File: src/rtl/regfile_cmd_master.sv
// regfile_cmd_master: command initiator for a 32x32 register file.
// Each command is accepted over a valid/ready handshake.
// An ALU command reads two operands, computes a result and writes it back.
// CLR sweeps CLR_VALUE over every register in turn.
module regfile_cmd_master #(
   parameter bit          PROTECT_R0 = 1'b1,
   parameter logic [31:0] CLR_VALUE  = 32'h0000_0000
) (
   input  logic        clk,
   input  logic        reset,
   input  logic        cmd_valid,
   output logic        cmd_ready,
   input  logic [2:0]  cmd_op,
   input  logic [4:0]  cmd_rs,
   input  logic [4:0]  cmd_rt,
   input  logic [4:0]  cmd_rd,
   input  logic [15:0] cmd_imm,
   output logic [4:0]  rf_raddr1,
   output logic [4:0]  rf_raddr2,
   input  logic [31:0] rf_rdata1,
   input  logic [31:0] rf_rdata2,
   output logic        rf_wen,
   output logic [4:0]  rf_waddr,
   output logic [31:0] rf_wdata,
   output logic        busy,
   output logic        done,
   output logic [31:0] result
);

   localparam logic [2:0] S_IDLE  = 3'd0;
   localparam logic [2:0] S_READ  = 3'd1;
   localparam logic [2:0] S_EXEC  = 3'd2;
   localparam logic [2:0] S_WRITE = 3'd3;
   localparam logic [2:0] S_SWEEP = 3'd4;

   localparam logic [2:0] OP_ADD = 3'd0;
   localparam logic [2:0] OP_SUB = 3'd1;
   localparam logic [2:0] OP_AND = 3'd2;
   localparam logic [2:0] OP_OR  = 3'd3;
   localparam logic [2:0] OP_XOR = 3'd4;
   localparam logic [2:0] OP_SLT = 3'd5;
   localparam logic [2:0] OP_LUI = 3'd6;
   localparam logic [2:0] OP_CLR = 3'd7;

   logic [2:0]  state;
   logic [2:0]  op_q;
   logic [4:0]  rd_q;
   logic [15:0] imm_q;
   logic [31:0] a_q;
   logic [31:0] b_q;
   logic [4:0]  cnt;
   logic [31:0] alu_out;

   assign cmd_ready = (state == S_IDLE);
   assign busy      = (state != S_IDLE);

   // Result function of the latched opcode over the captured operands.
   always_comb begin
      // NOTE: every output of a combinational block gets a default first, so no path can infer a latch.
      alu_out = 32'h0;
      case (op_q)
         OP_ADD:  alu_out = a_q + b_q;
         OP_SUB:  alu_out = a_q - b_q;
         OP_AND:  alu_out = a_q & b_q;
         OP_OR:   alu_out = a_q | b_q;
         OP_XOR:  alu_out = a_q ^ b_q;
         OP_SLT:  alu_out = ($signed(a_q) < $signed(b_q)) ? 32'h1 : 32'h0;
         OP_LUI:  alu_out = {imm_q, 16'h0};
         default: alu_out = 32'h0;
      endcase
   end

   // Write port: decoded from state so that reset drops rf_wen without waiting for a clock edge.
   always_comb begin
      rf_wen   = 1'b0;
      rf_waddr = rd_q;
      rf_wdata = result;
      if (state == S_WRITE) begin
         rf_wen = !(PROTECT_R0 && (rd_q == 5'd0));
      end else if (state == S_SWEEP) begin
         rf_waddr = cnt;
         rf_wdata = CLR_VALUE;
         rf_wen   = !(PROTECT_R0 && (cnt == 5'd0));
      end
   end

   // Command sequencer: accept, read, execute, write back or sweep, then pulse done.
   always_ff @(posedge clk or posedge reset) begin
      if (reset) begin
         state     <= S_IDLE;
         op_q      <= 3'd0;
         rd_q      <= 5'd0;
         imm_q     <= 16'h0;
         a_q       <= 32'h0;
         b_q       <= 32'h0;
         cnt       <= 5'd0;
         done      <= 1'b0;
         result    <= 32'h0;
         rf_raddr1 <= 5'd0;
         rf_raddr2 <= 5'd0;
      end else begin
         // NOTE: non-blocking assignments let every register see pre-edge values, independent of statement order.
         done <= 1'b0;
         case (state)
            S_IDLE: begin
               if (cmd_valid) begin
                  op_q  <= cmd_op;
                  rd_q  <= cmd_rd;
                  imm_q <= cmd_imm;
                  if (cmd_op == OP_CLR) begin
                     state <= S_SWEEP;
                  end else begin
                     rf_raddr1 <= cmd_rs;
                     rf_raddr2 <= cmd_rt;
                     state     <= S_READ;
                  end
               end
            end
            S_READ: begin
               a_q   <= rf_rdata1;
               b_q   <= rf_rdata2;
               state <= S_EXEC;
            end
            S_EXEC: begin
               result <= alu_out;
               state  <= S_WRITE;
            end
            S_WRITE: begin
               done  <= 1'b1;
               state <= S_IDLE;
            end
            S_SWEEP: begin
               // The counter wraps 31 -> 0 on exit, ready for the next sweep.
               cnt <= cnt + 5'd1;
               if (cnt == 5'd31) begin
                  done  <= 1'b1;
                  state <= S_IDLE;
               end
            end
            default: state <= S_IDLE;
         endcase
      end
   end

endmodule

File: config.mk
export PLATFORM = sky130hd
export DESIGN_NAME = regfile_cmd_master
export DESIGN_NICKNAME = d
export VERILOG_FILES = /design/src/rtl/regfile_cmd_master.sv
export SDC_FILE = /design/constraint.sdc
export NUM_CORES = 1
export LEC_CHECK = 0
export ABC_CLOCK_PERIOD_IN_PS = 7950
export CORE_MARGIN = 4
export CORE_UTILIZATION = 40
export CTS_CLUSTER_SIZE = 16
export DETAILED_ROUTE_END_ITERATION = 10
export GPL_ROUTABILITY_DRIVEN = 0
export SETUP_SLACK_MARGIN = 0.05
export SLEW_MARGIN = 10
export SYNTH_ARGS = -nofsm -noshare
export SYNTH_HDL_FRONTEND = slang
export SYNTH_SLANG_ARGS = --single-unit
File: constraint.sdc
create_clock -name clk -period 7.95 [get_ports clk]
set_clock_uncertainty 0.15 [all_clocks]
set_input_delay 1.59 -clock clk [delete_from_list [all_inputs] [get_ports clk]]
set_output_delay 1.59 -clock clk [all_outputs]
set_load 0.05 [all_outputs]
* Word level (Yosys, flattened, before mapping) *
Index checks and enable logic that the tools add are counted.

operators by class
  add/subtract/negate cells = 3
  order comparisons = 1
  eq/ne operators = 14
  mux-type cells = 14
  bitwise logic cells = 4
  reductions and logical operators = 10

operators with widths
  cell                   number
  $pmux W32 S7           1
  $mux W32               2
  $add A32 B32 Y32       1
  $and A32 B32 Y32       1
  $lt A32 B32 Y1         1
  $or A32 B32 Y32        1
  $sub A32 B32 Y32       1
  $xor A32 B32 Y32       1
  $eq A3 B3 Y1 const B   5
  $eq A3 B2 Y1 const B   4
  $pmux W3 S4            1
  $logic_not A5 Y1       2
  $mux W5                2
  $mux W3                3
  $eq A3 B1 Y1 const B   2
  $logic_not A3 Y1       2
  $add A5 B1 Y5 const B  1
  $eq A5 B5 Y1 const B   1
  $mux W1                4
  $reduce_and A2 Y1      2
  $reduce_and A3 Y1      1
  $reduce_bool A3 Y1     1
  $logic_not A1 Y1       2
  $ne A2 B1 Y1 const B   1
  other kinds (3)        3

storage, ports and cells
  register bits after elaboration = 139
  input port bits = 101
  output and inout bits = 83
  logic and storage cells = 57

* Depth between registers and ports, before layout *
  word-level depth = 4
  gate-level depth with buffers = 13
  gate-level depth less buffers = 12

* Least setup slack after synthesis *
Ideal clock, no wire load.

  kind = reg-to-output
  from = register state[1]
  to = output busy
  arrival = 2.212 ns
  required time = 6.210 ns
  setup slack = 3.998 ns
  cell stages (with the launch flop) = 4
  path buffers = 1
  path through = dfrtp_1 clkbuf_1 nor3_1 inv_1

on the way
  cells in the longest elaborated chain, start to end = 1

RTL lines
  element                 RTL line  RTL
  start, declared         45        logic [2:0] state;
  start signal, assigned  90        state <= S_IDLE;
  start signal, assigned  111       state <= S_SWEEP;
  start signal, assigned  115       state <= S_READ;
  $reduce_bool A3 Y1      55        assign busy = (state != S_IDLE);
  end, declared           25        output logic busy,

No other way between the ends.

* Final worst setup path *
  from = register state[1]
  to = output rf_waddr[4]

on the way
  cells in the longest elaborated chain, start to end = 3
  elaborated cells between the ends (all ways) = 4
  those cells by class = eq/ne (2); mux (2)

RTL lines
  element        RTL line  RTL
  $eq A3 B3 Y1   80        end else if (state == S_SWEEP) begin
  $mux W5        80
  $mux W5 (*)    78        if (state == S_WRITE) begin
  end, declared  23        output logic [4:0] rf_waddr,

Every way passes the cells marked *; elsewhere a longest branch is shown, timed or not.

==> results.toml <==
[worst_hold_path]
hold_path_end = "rf_raddr2[3]"
hold_depth = 1
hp-start = "rf_raddr2[3]"
min_path_type = "reg2reg"

[timing]
max_slew.worst_pin.slew_ns = 1.18
timing_hold_violations_final = 0
number_of_max_slew_violations_in_the_final_report = 0
post-route-period-util = 0.595
maxSlewHeadroom = 0.210
setup_total_negative_slack_ns = 0
finalWorstPathRequiredPeriod_ns = 4.73
timing.fmax_ghz = 0.211
grt_setup_unrepaired = "no"
setup_viol = 0

[global_routing]
antenna_found_initial = 0
globalRoute.totalOverflow = 0
gr-usage-all-layers = 0.224
vias_in_the_first_global_route = 9853
pin_count_of_the_biggest_net_entering_global_routing = 82
grt_first_pass_wirelength_um = 54800

[logic_synthesis]
synth_cell_type_count = 100
number_of_flops_mapped_to_enable_cells_by_yosys = 0
postSynth.topFlopCell = "dfrtp_1"
synth.cell_area_sq_um = 10900
synth_async_sr_flop_share = 1.00
number_of_synthesized_register_bits = 139
synthesized_area_per_cell_sq_um = 8.52
postSynthCellCount = 1279
sequential_to_total_area_share_from_yosys_stat = 0.319
syn_nets = 1484
yosys_warns = 0

[critical_path]
ff2ff_path_depth = 12
crit_type = "reg2out"
data_arrival_at_the_endpoint_of_the_critical_path_ns = 2.99
critical_path_peak_fanout = 38
r2r-end = "result[30]"
rr_startpoint = "a_q[0]"
worst-endpoint-required_ns = 6.21
worst_setup_path_start_kind = "flop"
critical_path.cell_chain = "nor2_1 -> nand2_1 -> mux2_2 -> clkdlybuf4s50_1"
critical_path.endpoint_type = "primary output"
setup.reg_to_reg.worst_slack_ns = 4.24
critPathSlowestCell = "nand2_1"
cp_slowest_stage_delay_ns = 0.70

[clock_tree]
clock_latency_ns = 0.43
post_cts_resize_count = 0
numCtsBuffers = 17
cts_setup_buffers = 0
clk_transition_reported_paths_ns = 0.06
cts_hold_buffers = 0
clock-root-buffer = "clkbuf_16"
clock_tree_from_tritoncts = "built"
h-tree-depth = 4
clock_path_buffers = 2
clkSinkCount = 139

[drt]
route.detailed.drc = 0
drt_pre_antenna_iters = 5
drtAntennaViolNets = 0
routed_wirelength_um = 34200
drt-vias-per-instance = 5.74
routed_wire_length_per_instance_um = 19.4
via_count = 10200
drt_iter0_markers = 1085

[finish]
layout_commonest_cell = "clkdlybuf4s50_1"
layout.cells.most_common_list = "clkdlybuf4s50_1 (183), dfrtp_1 (139), nand2_1 (127)"
drive_above_1_share = 0.0848
nNetsFinal = 1619
syn2layout_area_growth_pct = 24.1

[place]
portBuffers = 183
hpwlAfterDp_um = 24900

[floorplan]
die_area_sq_um = 29900
ioPinCount = 184
std_cell_rows = 60
starting_density = 0.405
die-width_um = 173
dieHeight_um = 173
core-area_sq_um = 26900

[job]
drv_cap = 0

[status]
run_status = "complete, no violations"
-- worst max-delay path by stage --
stage,depth (start not counted),startpoint,end,slack [ns]
global route,4,state[1],rf_waddr[3],3.02
CTS,4,state[1],rf_waddr[2],3.14
detailed placement,4,state[1],rf_waddr[2],3.62
global placement,4,state[1],rf_waddr[2],3.72
finish,4,state[1],rf_waddr[4],3.22
floorplan,1,reset,a_q[0],2.49
-- area by class of cell --
class | count | area (sq um)
sequential | 139 | 3480
inverter | 104 | 395
multi-input combinational | 955 | 6660
timing repair buffer | 197 | 1940
tap | 341 | 427
clock buffer | 18 | 439
clock inverter | 14 | 181
fill | 2610 | 13400
antenna | 1 | 2.50
-- metrics by stage --
stage / hold WS (ns) / cell area (sq um) / worst slack [ns] / instances / util
final: 0.352 / 13500 / 3.22 / 1769 / 0.503
after global routing: 0.386 / 13500 / 3.02 / 1768 / 0.503
after CTS: 0.358 / 13500 / 3.14 / 1768 / 0.503
after detailed placement: 0.343 / 12900 / 3.62 / 1736 / 0.480
after global placement: 0.336 / 12900 / 3.72 / 1736 / 0.480
after floorplan: 0.327 / 10900 / 2.49 / 1279 / -
-- per-layer routing --
| metal | track usage | wire length (um) |
|---|---|---|
| met1 | 0.314 | 15800 |
| met2 | 0.359 | 15500 |
| met3 | 0.0374 | 2170 |
| met4 | 0.0629 | 778 |
| met5 | 0 | 0 |
-- cell families after synthesis --
logic type / count (synthesis) / share of synthesized area
AOI/OAI and AO/OA: 433 / 0.270
adders and majority gates: 104 / 0.121
buffers and inverters: 185 / 0.0721
xor gates and xnor gates: 19 / 0.0153
DFF: 139 / 0.319
and+or+nand+nor: 350 / 0.152
muxes: 49 / 0.0499
-- cells in the mapped netlist, types with 7 or more instances --
| cell | number | area [sq um] |
|---|---|---|
| o221ai_1 | 7 | 61.3 |
| nand2_1 | 127 | 477 |
| mux2_2 | 38 | 428 |
| a31oi_1 | 11 | 68.8 |
| a22oi_1 | 9 | 67.6 |
| a21o_1 | 9 | 67.6 |
| clkbuf_1 | 55 | 206 |
| a221oi_1 | 7 | 61.3 |
| o211ai_1 | 22 | 165 |
| o21bai_1 | 13 | 97.6 |
| o22ai_1 | 9 | 56.3 |
| nor3_1 | 30 | 150 |
| xnor2_1 | 18 | 158 |
| and2_1 | 37 | 231 |
| nand3_1 | 19 | 95.1 |
| nor2_1 | 78 | 293 |
| nand2b_1 | 8 | 50.1 |
| dfrtp_1 | 139 | 3480 |
| buf_6 | 8 | 90.1 |
| o31ai_1 | 11 | 82.6 |
| inv_1 | 103 | 387 |
| a211o_1 | 10 | 87.6 |
| nor2b_1 | 7 | 43.8 |
| o21ai_0 | 126 | 631 |
| ha_1 | 102 | 1280 |
| mux2i_1 | 10 | 100 |
| a21oi_1 | 96 | 480 |
| a211oi_1 | 12 | 90.1 |
-- critical path, delay by kind of cell, from the launching register on --
kind | cells | cell delay [ns]
simple gates | 2 | 0.85
buf+inv | 1 | 0.70
mux | 1 | 0.56
flops | 1 | 0.45
-- registers in the layout, indices dropped and copies added, names as in the netlist --
name and count:
state 3, imm_q 16, done 1, result 32
rf_raddr1 5, a_q 32, b_q 32, op_q 3
cnt 5, rf_raddr2 5, rd_q 5
Power is left out: the tool's default activity adds up to more than one toggle a clock period on the data nets, which glitch-free logic cannot reach.
